### src/rtl/lane_vld_if.sv
// Lane-valid collector bus: per-lane valid flags in, one lane report at a time out.
// The master side is the collector and the slave side is the consumer/driver.
interface lane_vld_if #(
   parameter int SIZE = 8,
   parameter int TSW  = 32
);
   localparam int IDXW = $clog2(SIZE);

   logic [SIZE-1:0] vld_in;
   logic            clear;
   logic            out_valid;
   logic            out_ready;
   logic [IDXW-1:0] out_idx;
   logic [TSW-1:0]  out_ts;
   logic            all_done;

   modport master (
      input  vld_in, clear, out_ready,
      output out_valid, out_idx, out_ts, all_done
   );

   modport slave (
      output vld_in, clear, out_ready,
      input  out_valid, out_idx, out_ts, all_done
   );
endinterface

### src/rtl/lane_vld_collector.sv
// Captures the first rising of each lane's valid with a timestamp, then reports
// each captured lane exactly once through a round-robin valid/ready stream.
module lane_vld_lane #(
   parameter int TSW = 32
) (
   input  logic           clk,
   input  logic           rst_n,
   input  logic           clear,
   input  logic           vld,
   input  logic           grant,
   input  logic [TSW-1:0] cnt,
   output logic           pend,
   output logic           pend_nxt,
   output logic           rep_nxt,
   output logic [TSW-1:0] ts_nxt
);
   logic           captured;
   logic           reported;
   logic           new_cap;
   logic [TSW-1:0] ts;

   assign new_cap  = vld & ~captured;
   assign pend     = captured & ~reported;
   assign rep_nxt  = reported | grant;
   // Look-ahead view so a lane captured on a transfer edge can win that edge.
   assign pend_nxt = (captured | new_cap) & ~rep_nxt;
   assign ts_nxt   = new_cap ? cnt : ts;

   always_ff @(posedge clk or negedge rst_n) begin
      if (!rst_n) begin
         captured <= 1'b0;
         reported <= 1'b0;
         ts       <= '0;
      end else if (clear) begin
         captured <= 1'b0;
         reported <= 1'b0;
         ts       <= '0;
      end else begin
         if (new_cap) begin
            captured <= 1'b1;
            ts       <= cnt;
         end
         if (grant)
            reported <= 1'b1;
      end
   end
endmodule

module lane_vld_collector #(
   parameter int SIZE = 8,
   parameter int TSW  = 32
) (
   input  logic       clk,
   input  logic       rst_n,
   lane_vld_if.master bus
);
   localparam int IDXW = $clog2(SIZE);
   localparam logic [IDXW-1:0] LAST = IDXW'(SIZE - 1);

   localparam logic [1:0] IDLE  = 2'd0;
   localparam logic [1:0] OFFER = 2'd1;
   localparam logic [1:0] DONE  = 2'd2;

   logic [1:0]                 state;
   logic [TSW-1:0]             cnt;
   logic [IDXW-1:0]            ptr;
   logic                       out_valid;
   logic [IDXW-1:0]            out_idx;
   logic [TSW-1:0]             out_ts;
   logic                       xfer;
   logic [SIZE-1:0]            pend;
   logic [SIZE-1:0]            pend_nxt;
   logic [SIZE-1:0]            rep_nxt;
   logic [SIZE-1:0]            grant;
   logic [SIZE-1:0][TSW-1:0]   ts_nxt;
   logic [IDXW-1:0]            win_cur;
   logic [IDXW-1:0]            win_nxt;

   // First requester strictly after ptr, wrapping; ptr itself is checked last.
   function automatic logic [IDXW-1:0] rr_pick(input logic [SIZE-1:0] req,
                                               input logic [IDXW-1:0] p);
      logic [IDXW-1:0] sel;
      logic [IDXW-1:0] res;
      logic            found;
      res   = '0;
      found = 1'b0;
      for (int k = 1; k <= SIZE; k++) begin
         sel = IDXW'((int'(p) + k) % SIZE);
         if (!found && req[sel]) begin
            res   = sel;
            found = 1'b1;
         end
      end
      return res;
   endfunction

   assign xfer = out_valid & bus.out_ready;

   for (genvar i = 0; i < SIZE; i++) begin : gen_lane
      assign grant[i] = xfer & (out_idx == IDXW'(i));
      lane_vld_lane #(.TSW(TSW)) u_lane (
         .clk      (clk),
         .rst_n    (rst_n),
         .clear    (bus.clear),
         .vld      (bus.vld_in[i]),
         .grant    (grant[i]),
         .cnt      (cnt),
         .pend     (pend[i]),
         .pend_nxt (pend_nxt[i]),
         .rep_nxt  (rep_nxt[i]),
         .ts_nxt   (ts_nxt[i])
      );
   end

   assign win_cur = rr_pick(pend, ptr);
   assign win_nxt = rr_pick(pend_nxt, out_idx);

   always_ff @(posedge clk or negedge rst_n) begin
      if (!rst_n) begin
         state     <= IDLE;
         cnt       <= '0;
         ptr       <= LAST;
         out_valid <= 1'b0;
         out_idx   <= '0;
         out_ts    <= '0;
      end else if (bus.clear) begin
         state     <= IDLE;
         cnt       <= '0;
         ptr       <= LAST;
         out_valid <= 1'b0;
      end else begin
         cnt <= cnt + TSW'(1);
         case (state)
            IDLE: begin
               if (|pend) begin
                  state     <= OFFER;
                  out_valid <= 1'b1;
                  out_idx   <= win_cur;
                  out_ts    <= ts_nxt[win_cur];
               end
            end
            OFFER: begin
               // Offer is held untouched until the consumer takes it.
               if (xfer) begin
                  ptr <= out_idx;
                  if (|pend_nxt) begin
                     out_idx <= win_nxt;
                     out_ts  <= ts_nxt[win_nxt];
                  end else begin
                     out_valid <= 1'b0;
                     state     <= (&rep_nxt) ? DONE : IDLE;
                  end
               end
            end
            DONE: ;
            default: state <= IDLE;
         endcase
      end
   end

   assign bus.out_valid = out_valid;
   assign bus.out_idx   = out_idx;
   assign bus.out_ts    = out_ts;
   assign bus.all_done  = (state == DONE);
endmodule

### src/flat_wrapper.sv
// flat-port wrapper written by rule: the top's interface ports become plain ports
module lane_vld_collector_flat 
#(
   parameter int SIZE = 8,
   parameter int TSW  = 32
)
  (clk, rst_n, bus_vld_in, bus_clear, bus_out_ready, bus_out_valid, bus_out_idx, bus_out_ts, bus_all_done);
  lane_vld_if #(.SIZE(SIZE), .TSW(TSW)) bus_i ();
  input  logic clk;
  input  logic rst_n;
  input wire logic [$bits(bus_i.vld_in)-1:0] bus_vld_in;
  input wire logic [$bits(bus_i.clear)-1:0] bus_clear;
  input wire logic [$bits(bus_i.out_ready)-1:0] bus_out_ready;
  output wire logic [$bits(bus_i.out_valid)-1:0] bus_out_valid;
  output wire logic [$bits(bus_i.out_idx)-1:0] bus_out_idx;
  output wire logic [$bits(bus_i.out_ts)-1:0] bus_out_ts;
  output wire logic [$bits(bus_i.all_done)-1:0] bus_all_done;
  assign bus_i.vld_in = bus_vld_in;
  assign bus_i.clear = bus_clear;
  assign bus_i.out_ready = bus_out_ready;
  assign bus_out_valid = bus_i.out_valid;
  assign bus_out_idx = bus_i.out_idx;
  assign bus_out_ts = bus_i.out_ts;
  assign bus_all_done = bus_i.all_done;
  lane_vld_collector #(.SIZE(SIZE), .TSW(TSW)) u_core (.clk(clk), .rst_n(rst_n), .bus(bus_i));
endmodule
### config.mk
export PLATFORM = sky130hd
export DESIGN_NAME = lane_vld_collector_flat
export DESIGN_NICKNAME = d
export VERILOG_FILES = /design/src/rtl/lane_vld_if.sv /design/src/rtl/lane_vld_collector.sv /design/src/flat_wrapper.sv
export SDC_FILE = /design/constraint.sdc
export NUM_CORES = 1
export LEC_CHECK = 0
export BUFFER_PORTS_ARGS = -buffer_cell sky130_fd_sc_hd__buf_2
export CORE_MARGIN = 1
export CORE_UTILIZATION = 35
export CTS_CLUSTER_SIZE = 10
export DETAILED_ROUTE_END_ITERATION = 10
export PLACE_DENSITY = 0.51
export REMOVE_ABC_BUFFERS = 1
export SYNTH_ARGS = -nofsm -noshare
export SYNTH_HDL_FRONTEND = slang
export SYNTH_SLANG_ARGS = --single-unit
### constraint.sdc
create_clock -name clk -period 13.9 [get_ports clk]
set_input_delay 1.39 -clock clk [delete_from_list [all_inputs] [get_ports clk]]
set_output_delay 1.39 -clock clk [all_outputs]
set_load 0.02 [all_outputs]
==> tab_implementation.tex <==
\begin{tabular}{lr}
\hline
Metric & Value \\
\hline
\multicolumn{2}{l}{\textbf{Run status}} \\
\quad Outcome & complete, no violations \\
\multicolumn{2}{l}{\textbf{Logic synthesis}} \\
\quad Prevailing post-synth register cell & sky130\_fd\_sc\_hd\_\_dfrtp\_1 \\
\quad Async set-or-reset flop fraction in the synthesized netlist & 100.0\% \\
\quad Library cells used by synthesis & 77 \\
\quad Share of the synthesized area in compound gates (AO/OA/AOI/OAI) & 20.01\% \\
\quad Gate count after technology mapping & 2598 \\
\quad Number of warnings issued by yosys & 0 \\
\quad Synth Area in Adders & 0.5755\% \\
\quad Commonest cells in the netlist & 385 x sky130\_fd\_sc\_hd\_\_nand2\_1, 342 x sky130\_fd\_sc\_hd\_\_dfrtp\_1, 332 x sky130\_fd\_sc\_hd\_\_nor2\_1 \\
\quad Average cell area after synthesis & 8.368 sq um \\
\quad Share of the yosys chip area belonging to registers & 39.73\% \\
\quad Area share of the largest cell type after synthesis & 39.37\% \\
\quad Simple-gate portion of the synthesized area & 22.20\% \\
\quad Count of flip-flops with a built-in enable after synthesis & 0 \\
\quad Dominant cells by area after synthesis & sky130\_fd\_sc\_hd\_\_dfrtp\_1 39\%, sky130\_fd\_sc\_hd\_\_mux2i\_1 8.5\%, sky130\_fd\_sc\_hd\_\_nand2\_1 6.6\% \\
\quad Fraction of synthesized area in multiplexers & 11.37\% \\
\quad Post-synthesis sequential element count & 345 \\
\quad Cell taking the most area after synthesis & sky130\_fd\_sc\_hd\_\_dfrtp\_1 \\
\quad Most frequently used cell type in the post-synthesis netlist & sky130\_fd\_sc\_hd\_\_nand2\_1 \\
\quad Mapped cell area & 21740 sq um \\
\quad Main combinational cell family by area after synthesis & simple AND/OR/NAND/NOR gates \\
\quad Parity-gate share of the synthesized area counting xor and xnor cells & 0.9669\% \\
\multicolumn{2}{l}{\textbf{Clocking}} \\
\quad Number of gates resized after CTS & 0 \\
\quad Clock transition at path regs & 60 ps \\
\quad Number of sinks driven by the clock tree & 345 \\
\quad Number of post-CTS setup repair buffers & 0 \\
\quad Clock tree from TritonCTS & yes \\
\quad Clock buffer depth & 3 \\
\quad Worst skew pair latency & 580 ps \\
\quad Clk Tree Root Cell & sky130\_fd\_sc\_hd\_\_clkbuf\_16 \\
\quad Number of buffers created by CTS & 43 \\
\quad CTS H-Tree Depth & 2 \\
\quad Count of hold-fix buffers inserted at cts & 0 \\
\multicolumn{2}{l}{\textbf{Placement}} \\
\quad GP Congestion & 0.8530 \\
\quad Detailed-placement wirelength estimate & 43.72 mm \\
\quad Port bufs & 48 \\
\multicolumn{2}{l}{\textbf{Worst setup path}} \\
\quad CP Launch Type & flop \\
\quad Maximum cell stage delay along the critical path & 790 ps \\
\quad Cell family with the largest share of critical-path delay & compound AO/OA/AOI/OAI gates \\
\quad Critical path, cell by cell & buf\_4, inv\_1, ha\_1, and4b\_1, or4\_1, and4\_1, or4\_1, o21a\_1, o22ai\_2, a2bb2oi\_4, buf\_4, o21ai\_1, a221oi\_1, a211oi\_1, o32a\_1 \\
\quad Depth of the critical timing path with buffers and inverters included & 15 \\
\quad Worst r2r path cells & 15 \\
\quad Critical-path cell with the highest stage delay & sky130\_fd\_sc\_hd\_\_buf\_4 \\
\quad Arrival time reported for the critical path endpoint & 6830 ps \\
\quad Category of the most critical setup path & flop to flop \\
\quad CP Capture Type & flop \\
\quad Critical path peak fanout & 71 \\
\quad CP Buf/Inv Count & 3 \\
\quad WP data required & 14360 ps \\
\multicolumn{2}{l}{\textbf{Power and ir drop}} \\
\quad Worst vdd rail ir drop & 0.2289 mV \\
\quad Power density of the placed cells & 219.6 nW/um\^{}2 \\
\quad Static leakage power & 0.009860 uW \\
\multicolumn{2}{l}{\textbf{STA}} \\
\quad Headroom to the max-slew limit & 26.58\% \\
\quad Post-route minimum period & 6376 ps \\
\quad Maximum operating frequency & 156.8 MHz \\
\quad Fin. Hold Viols & 0 \\
\quad Layout Skew & 23.37 ps \\
\quad Unrepaired setup endpoints after global routing & no \\
\quad Final-report setup violation count & 0 \\
\quad Setup tns final & 0 ps \\
\quad Final Max Slew Viols & 0 \\
\quad Final critical-path share of the clock period & 45.87\% \\
\quad Pin slew with the least headroom to its limit & 1101 ps \\
\multicolumn{2}{l}{\textbf{Floorplanning}} \\
\quad Initial Util & 35.75\% \\
\quad Die outline height & 251.2 microns \\
\quad Top-level I/O count & 49 \\
\quad DIE AREA & 63110 sq um \\
\quad Core Rows & 90 \\
\quad Floorplan die width & 251.2 microns \\
\quad Core footprint & 60810 sq um \\
\multicolumn{2}{l}{\textbf{Worst hold path}} \\
\quad Hold Path Class & flop to flop \\
\quad Number of cells on the worst hold path & 1 \\
\multicolumn{2}{l}{\textbf{Cells and area}} \\
\quad Share of cells above drive strength 1 & 10.22\% \\
\quad Final layout net count & 2488 \\
\quad Number of antenna repair diodes & 0 \\
\quad Area delta synth->final & 8.915\% \\
\quad Utilization after layout & 38.94\% \\
\multicolumn{2}{l}{\textbf{Drt}} \\
\quad Via total after detailed routing & 20620 \\
\quad First-iteration detailed-routing DRC count & 2319 \\
\quad Total DRC errors in the routed layout & 0 \\
\quad Drt first pass iters & 6 \\
\quad Post-detailed-route via-to-cell ratio & 6.295 \\
\quad Routed wire length & 80.21 mm \\
\quad Antenna-violating nets left & 0 \\
\quad Post-DR wirelength/cell & 24.48 microns \\
\multicolumn{2}{l}{\textbf{GRT}} \\
\quad Overflow after GRT & 0 \\
\quad All-layer global routing usage & 25.21\% \\
\quad Antenna violations before repair & 0 \\
\quad Global-route wire length before repair & 123.4 mm \\
\quad Vias in the first global route & 20160 \\
\quad Maximum number of pins on one net before global-route repair & 142 \\
\multicolumn{2}{l}{\textbf{Job}} \\
\quad Max-cap check violation count & 0 \\
\hline
\end{tabular}
==> stage by stage <==
| step | cells | hold WS, ps | area (sq um) | setup slack [ps] | power, uW |
|---|---|---|---|---|---|
| floorplan | 2329 | 495.8 | 20650 | 2200 | 3149 |
| global placement | 3203 | 511.9 | 22400 | 7474 | 4081 |
| detailed placement | 3203 | 502.2 | 22400 | 7353 | 4101 |
| CTS | 3276 | 521.3 | 23680 | 7604 | 5181 |
| global route | 3276 | 544.1 | 23680 | 7097 | 5445 |
| finish | 3276 | 514.0 | 23680 | 7524 | 5200 |
==> final timing paths <==
| path | startpoint | slack (ps) | endpoint |
|---|---|---|---|
| worst max-delay path | u_core.bus.out_idx[0]$_DFFE_PN0P_ | 7520 | u_core.bus.out_ts[4]$_DFFE_PN0P_ |
| worst min-delay path | u_core.bus.out_ts[21]$_DFFE_PN0P_ | 510 | u_core.bus.out_ts[21]$_DFFE_PN0P_ |
| worst min register to register | u_core.bus.out_ts[21]$_DFFE_PN0P_ | 510 | u_core.bus.out_ts[21]$_DFFE_PN0P_ |
| worst max register to register | u_core.bus.out_idx[0]$_DFFE_PN0P_ | 7520 | u_core.bus.out_ts[4]$_DFFE_PN0P_ |
| min in group asynchronous | rst_n | 770 | u_core.bus.out_ts[11]$_DFFE_PN0P_ |
| max in group asynchronous | rst_n | 10790 | u_core.gen_lane[4].u_lane.captured$_DFFE_PN0P_ |
==> cells in the final DEF, fill, tap and decap left out, drive strengths merged, types with 7 or more instances in the layout <==
master and instances:
a221oi 34, buf 92, or3 46, nand2 385, dfrtp 342, nand4 89, o22a 31, mux2 9
mux4 23, o21ai 125, ha 10, inv 9, and4 29, o22ai 97, nor4 12, xor2 19
nor2 332, a21oi 237, nand2b 17, nand3 18, a31oi 7, o221a 30, mux2i 185, a211oi 15
and3 8, clkbuf 69, nor3 62, o311ai 33, or2 10, nor2b 19
==> layer usage <==
layer	global-route usage (%)	part of all wire (%)	vias up
met1	34.54	44	10340
met5	0	0	-
li1	-	-	9172
met2	40.09	46	897
met3	3.168	6.4	213
met4	10.54	3.9	0
==> where the power goes <==
| group | switching, uW | internal, uW |
|---|---|---|
| clock network | 451 | 609 |
| registers | 66.9 | 1070 |
| logic | 2010 | 994 |
| total | 2530 | 2670 |
==> state kept, by name (all words and copies together), names as in the netlist <==
name,cells
u_core.gen_lane.u_lane.ts,256
u_core.bus.out_ts,32
u_core.cnt,32
u_core.gen_lane.u_lane.captured,8
u_core.gen_lane.u_lane.reported,8
u_core.bus.out_idx,3
u_core.ptr,3
u_core.state,2
u_core.bus.out_valid,1
==> logic make-up after synthesis <==
group,after synthesis
adders and majority gates,10
AOI/OAI and AO/OA,669
and+or+nand+nor,1055
DFF,345
buffers and inverters,278
xor gates and xnor gates,24
muxes,217
==> final cells by class <==
type	instances	area (sq um)
clock inverter	4	35.03
sequential	345	8637
clock buffer	69	1245
tap	782	978.4
multi-input combinational	1975	12150
timing repair buffer	92	603.1
inverter	9	33.78
fill	6120	37130
(Power assumes the default switching activity.)
